### src/rtl/spi_mem_ctrl.sv
// ---------------------------------------------------------------------------
// spi_mem_ctrl
//
// Memory controller between the CPU sequencer and an external SPI SRAM
// (23LC512-class: 16-bit address, SPI mode 0). Instruction fetches, byte
// loads and byte stores become single SPI frames: 8-bit opcode, 16-bit
// start address, then data, all MSB first. Each SPI bit takes two system
// clocks. Phase 0 drives mosi with sclk low. Phase 1 raises sclk, and miso
// is sampled at the clock edge that ends phase 1.
//
// Optional build macro: MEM_CTRL_WRITE_PROTECT_EN
//   Adds parameter WP_LIMIT and output wp_fault_out. Stores below WP_LIMIT
//   are dropped without any SPI activity and set the sticky fault flag.
//
// Ports:
//   clk_in              system clock
//   reset_in            asynchronous, active-high reset
//   seq_state_in        sequencer state (decoded only while idle)
//   pc_in               instruction byte address
//   data_addr_in        load/store byte address
//   store_data_in       byte to store
//   mem_busy_out        transaction in progress
//   inst_fetch_done_out one-cycle pulse, inst_out valid
//   data_read_done_out  one-cycle pulse, load_data_out valid
//   inst_out            last fetched instruction (first byte in the MSBs)
//   load_data_out       last loaded byte
//   wp_fault_out        sticky write-protect fault (macro builds only)
//   spi_cs_n_out        SRAM chip select, active low
//   spi_sclk_out        SPI clock, idle low
//   spi_mosi_out        serial data to SRAM
//   spi_miso_in         serial data from SRAM
// ---------------------------------------------------------------------------

package spi_mem_ctrl_pkg;
  typedef enum logic [2:0] {
    STATE_RESET     = 3'd0,
    STATE_FETCH     = 3'd1,
    STATE_DECODE    = 3'd2,
    STATE_EXECUTE   = 3'd3,
    STATE_LOAD_MEM  = 3'd4,
    STATE_STORE_MEM = 3'd5,
    STATE_WRITEBACK = 3'd6,
    STATE_HALT      = 3'd7
  } sys_state_t;
endpackage

module spi_mem_ctrl
  import spi_mem_ctrl_pkg::*;
#(
  parameter int unsigned INST_W = 16,
  parameter logic [7:0]  RD_CMD = 8'h03,
  parameter logic [7:0]  WR_CMD = 8'h02
`ifdef MEM_CTRL_WRITE_PROTECT_EN
  ,
  parameter logic [15:0] WP_LIMIT = 16'h0100
`endif
) (
  input  logic              clk_in,
  input  logic              reset_in,
  input  sys_state_t        seq_state_in,
  input  logic [15:0]       pc_in,
  input  logic [15:0]       data_addr_in,
  input  logic [7:0]        store_data_in,
  output logic              mem_busy_out,
  output logic              inst_fetch_done_out,
  output logic              data_read_done_out,
  output logic [INST_W-1:0] inst_out,
  output logic [7:0]        load_data_out,
`ifdef MEM_CTRL_WRITE_PROTECT_EN
  output logic              wp_fault_out,
`endif
  output logic              spi_cs_n_out,
  output logic              spi_sclk_out,
  output logic              spi_mosi_out,
  input  logic              spi_miso_in
);

  localparam int unsigned FETCH_BITS = 24 + INST_W;
  localparam int unsigned CNT_W      = $clog2(FETCH_BITS);
  localparam logic [CNT_W-1:0] FETCH_LAST = CNT_W'(FETCH_BITS - 1);
  localparam logic [CNT_W-1:0] BYTE_LAST  = CNT_W'(31);

  typedef enum logic [1:0] {S_IDLE, S_SHIFT, S_FINISH} ctrl_state_e;
  typedef enum logic [1:0] {OP_FETCH, OP_LOAD, OP_STORE} op_e;

  ctrl_state_e       state_q, state_d;
  op_e               op_q, op_d;
  logic              phase_q, phase_d;
  logic [CNT_W-1:0]  bit_cnt_q, bit_cnt_d;
  logic [31:0]       tx_q, tx_d;        // bits still to send after mosi_q
  logic [INST_W-1:0] rx_q, rx_d;
  logic              cs_n_q, cs_n_d;
  logic              sclk_q, sclk_d;
  logic              mosi_q, mosi_d;
  logic              busy_q, busy_d;
  logic              inst_done_q, inst_done_d;
  logic              data_done_q, data_done_d;
  logic [INST_W-1:0] inst_q, inst_d;
  logic [7:0]        load_q, load_d;
`ifdef MEM_CTRL_WRITE_PROTECT_EN
  logic              wp_fault_q, wp_fault_d;
`endif

  logic              req;
  logic [31:0]       frame;
  logic              last_bit;
  logic [INST_W-1:0] rx_next;

  assign last_bit = (op_q == OP_FETCH) ? (bit_cnt_q == FETCH_LAST)
                                       : (bit_cnt_q == BYTE_LAST);
  assign rx_next  = {rx_q[INST_W-2:0], spi_miso_in};

  // NOTE: every variable written here gets a default first, so no path
  // through the case leaves one unassigned and no latch is inferred.
  always_comb begin
    state_d     = state_q;
    op_d        = op_q;
    phase_d     = phase_q;
    bit_cnt_d   = bit_cnt_q;
    tx_d        = tx_q;
    rx_d        = rx_q;
    cs_n_d      = cs_n_q;
    sclk_d      = sclk_q;
    mosi_d      = mosi_q;
    busy_d      = busy_q;
    inst_done_d = 1'b0;
    data_done_d = 1'b0;
    inst_d      = inst_q;
    load_d      = load_q;
`ifdef MEM_CTRL_WRITE_PROTECT_EN
    wp_fault_d  = wp_fault_q;
`endif
    req         = 1'b0;
    frame       = 32'h0;

    case (state_q)
      S_IDLE: begin
        // Read frames carry zeros in the data slot, which keeps mosi low
        // while the SRAM returns data.
        case (seq_state_in)
          STATE_FETCH: begin
            req   = 1'b1;
            op_d  = OP_FETCH;
            frame = {RD_CMD, pc_in, 8'h00};
          end
          STATE_LOAD_MEM: begin
            req   = 1'b1;
            op_d  = OP_LOAD;
            frame = {RD_CMD, data_addr_in, 8'h00};
          end
          STATE_STORE_MEM: begin
            req   = 1'b1;
            op_d  = OP_STORE;
            frame = {WR_CMD, data_addr_in, store_data_in};
          end
          default: ;
        endcase

        if (req) begin
          state_d   = S_SHIFT;
          phase_d   = 1'b0;
          bit_cnt_d = '0;
          cs_n_d    = 1'b0;
          sclk_d    = 1'b0;
          busy_d    = 1'b1;
          mosi_d    = frame[31];
          tx_d      = {frame[30:0], 1'b0};
`ifdef MEM_CTRL_WRITE_PROTECT_EN
          // A protected store skips the SPI frame entirely; busy still
          // pulses for the single FINISH cycle.
          if (seq_state_in == STATE_STORE_MEM && data_addr_in < WP_LIMIT) begin
            state_d    = S_FINISH;
            cs_n_d     = 1'b1;
            mosi_d     = 1'b0;
            wp_fault_d = 1'b1;
          end
`endif
        end
      end

      S_SHIFT: begin
        if (!phase_q) begin
          phase_d = 1'b1;
          sclk_d  = 1'b1;
        end else begin
          // This edge ends phase 1: miso is captured here.
          rx_d    = rx_next;
          phase_d = 1'b0;
          sclk_d  = 1'b0;
          if (last_bit) begin
            state_d = S_FINISH;
            cs_n_d  = 1'b1;
            mosi_d  = 1'b0;
            case (op_q)
              OP_FETCH: begin
                inst_d      = rx_next;
                inst_done_d = 1'b1;
              end
              OP_LOAD: begin
                load_d      = rx_next[7:0];
                data_done_d = 1'b1;
              end
              default: ;
            endcase
          end else begin
            bit_cnt_d = bit_cnt_q + CNT_W'(1);
            mosi_d    = tx_q[31];
            tx_d      = {tx_q[30:0], 1'b0};
          end
        end
      end

      S_FINISH: begin
        state_d = S_IDLE;
        busy_d  = 1'b0;
      end

      default: state_d = S_IDLE;
    endcase
  end

  // NOTE: state is updated with non-blocking assignments so every register
  // samples the pre-edge values, independent of statement order.
  // The shift registers are reset along with the control state, so an
  // abandoned transaction leaves nothing behind.
  always_ff @(posedge clk_in or posedge reset_in) begin
    if (reset_in) begin
      state_q     <= S_IDLE;
      op_q        <= OP_FETCH;
      phase_q     <= 1'b0;
      bit_cnt_q   <= '0;
      tx_q        <= '0;
      rx_q        <= '0;
      cs_n_q      <= 1'b1;
      sclk_q      <= 1'b0;
      mosi_q      <= 1'b0;
      busy_q      <= 1'b0;
      inst_done_q <= 1'b0;
      data_done_q <= 1'b0;
      inst_q      <= '0;
      load_q      <= '0;
`ifdef MEM_CTRL_WRITE_PROTECT_EN
      wp_fault_q  <= 1'b0;
`endif
    end else begin
      state_q     <= state_d;
      op_q        <= op_d;
      phase_q     <= phase_d;
      bit_cnt_q   <= bit_cnt_d;
      tx_q        <= tx_d;
      rx_q        <= rx_d;
      cs_n_q      <= cs_n_d;
      sclk_q      <= sclk_d;
      mosi_q      <= mosi_d;
      busy_q      <= busy_d;
      inst_done_q <= inst_done_d;
      data_done_q <= data_done_d;
      inst_q      <= inst_d;
      load_q      <= load_d;
`ifdef MEM_CTRL_WRITE_PROTECT_EN
      wp_fault_q  <= wp_fault_d;
`endif
    end
  end

  assign mem_busy_out        = busy_q;
  assign inst_fetch_done_out = inst_done_q;
  assign data_read_done_out  = data_done_q;
  assign inst_out            = inst_q;
  assign load_data_out       = load_q;
  assign spi_cs_n_out        = cs_n_q;
  assign spi_sclk_out        = sclk_q;
  assign spi_mosi_out        = mosi_q;
`ifdef MEM_CTRL_WRITE_PROTECT_EN
  assign wp_fault_out        = wp_fault_q;
`endif

endmodule
### config.mk
export PLATFORM = sky130hd
export DESIGN_NAME = spi_mem_ctrl
export DESIGN_NICKNAME = d
export VERILOG_FILES = /design/src/rtl/spi_mem_ctrl.sv
export SDC_FILE = /design/constraint.sdc
export NUM_CORES = 1
export LEC_CHECK = 0
export ABC_AREA = 1
export CAP_MARGIN = 15
export CORE_MARGIN = 2
export CORE_UTILIZATION = 40
export DETAILED_ROUTE_END_ITERATION = 12
export SLEW_MARGIN = 20
export SYNTH_ARGS = -nofsm -noshare
export SYNTH_HDL_FRONTEND = slang
export SYNTH_SLANG_ARGS = --single-unit
export TNS_END_PERCENT = 30
### constraint.sdc
create_clock -name clk_in -period 3.9 [get_ports clk_in]
set_input_delay 0.585 -clock clk_in [delete_from_list [all_inputs] [get_ports clk_in]]
set_output_delay 0.585 -clock clk_in [all_outputs]
set_load 0.02 [all_outputs]
==> run_results.csv <==
group,metric,value,unit
worst_setup_path,critPathKind,"reg -> reg",
floorplan,dieHeight,103,µm
placed_design,dpl.hpwl,5700,µm
synthesis,synth_fa_ha_area_share,0.317,%
clock_tree,cts.sinks,86,
floorplan,rows,36,
worst_setup_path,critical_path.slowest_cell,"nand2_2",
timing,fin_crit,2.90,ns
synthesis,synth_top_cell_by_area,"dfrtp_1",
synthesis,synth-async-reset-ratio,100,%
floorplan,start_util,40.7,%
worst_setup_path,cp_top_family,"simple AND/OR/NAND/NOR gates",
worst_setup_path,cp_max_fo,50,
worst_setup_path,critPathMostFrequentCell,"nand2_2",
route,viasPerCell,4.80,
synthesis,synth_top_cell_area_share,53.9,%
worst_setup_path,timing.rr.start,"state_q[1]",
clock_tree,cts_root_buffer,"clkbuf_8",
finish,seqCellArea,2150,µm²
synthesis,synth_compound_area_share,9.96,%
placed_design,portBuffers,75,
hold_path,hold_class,"reg -> reg",
power,irDropWorstVdd,0.240,mV
route,vias,3350,
hold_path,whs_path_depth,2,
timing,rsz0062_at_grt,"false",
timing,setup_viol,0,
floorplan,die_area,10700,µm²
worst_setup_path,crit_chain,"inv_1 -> nand2_1 -> inv_2 -> nand2_2 -> nand2_2 -> nand2_2 -> nand2_1 -> o21ai_1",
clock_tree,clock_latency,0.36,ns
synthesis,synth_warnings,0,
hold_path,holdPathEnd,"spi_cs_n_out",
route,drc,0,
worst_setup_path,ff2ff_path_depth,8,
timing,slew_violations,0,
worst_setup_path,end_kind,"register",
grt,first_global_vias,3089,
hold_path,hp-start,"spi_cs_n_out",
clock_tree,cts_resized,0,
power,powerDensity,518,nW/µm²
floorplan,die_w,103,µm
clock_tree,clock_path_buffers,2,
synthesis,synthSimpleGateAreaFrac,28.6,%
finish,nets,607,
timing,fin_worst_skew,0.0118,ns
synthesis,yosys-top-cells-area,"dfrtp_1 54%, nand2_1 17%, nand3_1 4.9%, nor2_1 3.9%, o21ai_0 3.6%",
outcome,run_status,"complete, no violations",
grt,grt_pass1_wl,14200,µm
floorplan,core,9680,µm²
clock_tree,cts_setup_buffers,0,
grt,grt_max_degree,51,
clock_tree,htree_levels,3,
grt,grtUsageTotal,16.9,%
finish,nFillCells,976,
floorplan,ioPinCount,76,
synthesis,synthMostInstantiatedCell,"nand2_1",
timing,fmax,344,MHz
synthesis,ys_ff_latch,86,
synthesis,synthTopCellsByCount,"180 x nand2_1, 85 x dfrtp_1, 41 x nor2_1, 39 x nand3_1, 29 x inv_1",
worst_setup_path,regToRegSetupSlack,1.0,ns
worst_setup_path,startpoint_type,"register",
synthesis,syn-cell-area,3940,µm²
route,wl,8520,µm
power,power.leakage,2.31,nW
grt,antenna_found_initial,0,
clock_tree,numCtsBuffers,9,
worst_setup_path,cp.required,4.11,ns
run,drv_cap,0,
synthesis,synth_mux_area_share,0.254,%
synthesis,syn_inst,495,
worst_setup_path,path_buf_inv,2,
route,ant_nets,0,
synthesis,synth_nets,542,
clock_tree,clkTransAtPathRegs,0.08,ns
placed_design,placed_cells,682,
synthesis,synth-xor-area-share,0,%
timing,relSlewSlack,35.6,%
clock_tree,cts_hold_buf,0,
synthesis,syn_area_per_cell,7.97,µm²
timing,final_hold_viol_count,0,
route,drt_first_pass_iters,5,
finish,syn_to_final_growth,25.6,%
route,drt_iter0_markers,161,
synthesis,ys.flop_type,"dfrtp_1",
finish,multiInputGateArea,1550,µm²
finish,n_antenna_cell,0,
synthesis,synth-edff-count,0,
synthesis,synth-seq-area-share,54.6,%
worst_setup_path,worstReg2RegEnd,"tx_q[26]",
grt,grt_overflow,0,
synthesis,synth_top_family_by_area,"simple AND/OR/NAND/NOR gates",
synthesis,synthDistinctLibCells,28,
timing,worst_slew_pin_slew,0.966,ns
finish,stdcell_count,698,
placed_design,place_congestion,0.800,
worst_setup_path,cpPeakStageDelay,0.65,ns
timing,final.period_utilization,74.4,%
worst_setup_path,cp_data_arrival_time,3.11,ns
timing,tns,0,ns
route,wl_per_cell,12.2,µm
clock_tree,cts_tree,"built",
finish,drive_gt1_share,6.19,%
==> state kept, by name, summed over array words and instances, names as in the netlist <==
name	flops
bit_cnt_q	6
data_read_done_out	1
inst_fetch_done_out	1
inst_out	16
load_data_out	8
mem_busy_out	1
op_q	2
rx_q	15
spi_cs_n_out	1
spi_mosi_out	1
spi_sclk_out	1
state_q	2
tx_q	31
==> cell usage in the layout (no fill, tap or decap) <==
cell             synthesis  layout
nand2_1                180     180
dfrtp_1                 85      85
clkdlybuf4s50_1          0      75
nor2_1                  41      41
nand3_1                 39      39
inv_1                   29      28
o21ai_1                 28      28
o21ai_0                 28      28
a21oi_1                 16      16
clkbuf_8                 0      11
buf_4                    5       4
inv_2                    3       3
nand2_2                  3       3
nor3_1                   3       3
clkinvlp_4               0       3
nand4_1                  2       2
or2_2                    2       2
or2_1                    1       1
nand4_2                  1       1
nor2_4                   1       1
o21ai_4                  1       1
o21bai_1                 1       1
nor2_2                   1       1
nor3_2                   1       1
mux2i_1                  1       1
a31o_2                   1       1
clkinv_2                 0       1
ha_1                     1       1
clkinv_4                 0       1
clkbuf_1                 9       1
dfstp_2                  1       1
==> where the power goes <==
group,internal (mW),switching (mW),total [mW]
combinational,0.269,0.490,0.759
clock,0.268,0.327,0.595
sequential,1.09,0.124,1.21
total,1.63,0.941,2.57
==> per-layer routing <==
layer | share of wire, % | global-route usage [%] | vias to the layer above
met4 | 1.1 | 6.48 | 0
met2 | 47 | 28.5 | 77
met3 | 4.1 | 3.90 | 10
met1 | 48 | 21.2 | 1565
li1 | - | - | 1698
met5 | 0 | 0 | -
==> layout make-up <==
class	instances	share of cell area (%)
clock inverters	4	0.631
well taps	133	3.36
flip-flops and latches	86	43.5
repair buffers	79	15.8
multi-input cells	352	31.2
inverters	32	2.45
clock buffers	12	3.13
==> worst max path at each step <==
stage | end | from | slack [ns] | cells past startpoint
floorplan | bit_cnt_q[0] | reset_in | 1.09 | 1
CTS | tx_q[26] | state_q[1] | 0.93 | 8
finish | tx_q[26] | state_q[1] | 1.0 | 8
global route | tx_q[30] | state_q[1] | 0.68 | 8
detailed placement | tx_q[26] | seq_state_in[2] | 0.65 | 8
global placement | bit_cnt_q[4] | seq_state_in[2] | 0.73 | 8
==> worst register-to-register path, cell delays in order, from the launching register on <==
cell and delay, ns:
dfrtp_1 0.38, inv_1 0.07, nand2_1 0.07, inv_2 0.28
nand2_2 0.42, nand2_2 0.58, nand2_2 0.65, nand2_1 0.23
o21ai_1 0.08
==> kinds of logic after synthesis <==
family          Yosys count
compound gates           75
fa+ha+maj                 1
buf+inv                  57
flops                    86
mux                       1
simple gates            275
==> per-stage QoR <==
step                      area (µm²)  util, %  hold slack, ns  setup WS (ns)  power (mW)
after floorplan                 3940        -           0.442           1.09        1.81
after global placement          4770     49.2           0.453          0.731        1.97
after detailed placement        4770     49.2           0.459          0.649        2.00
after CTS                       4950     51.1           0.477          0.929        2.59
after global routing            4950     51.1           0.489          0.678        2.76
final                           4950     51.1           0.471          0.997        2.57
(Power assumes the default switching activity.)
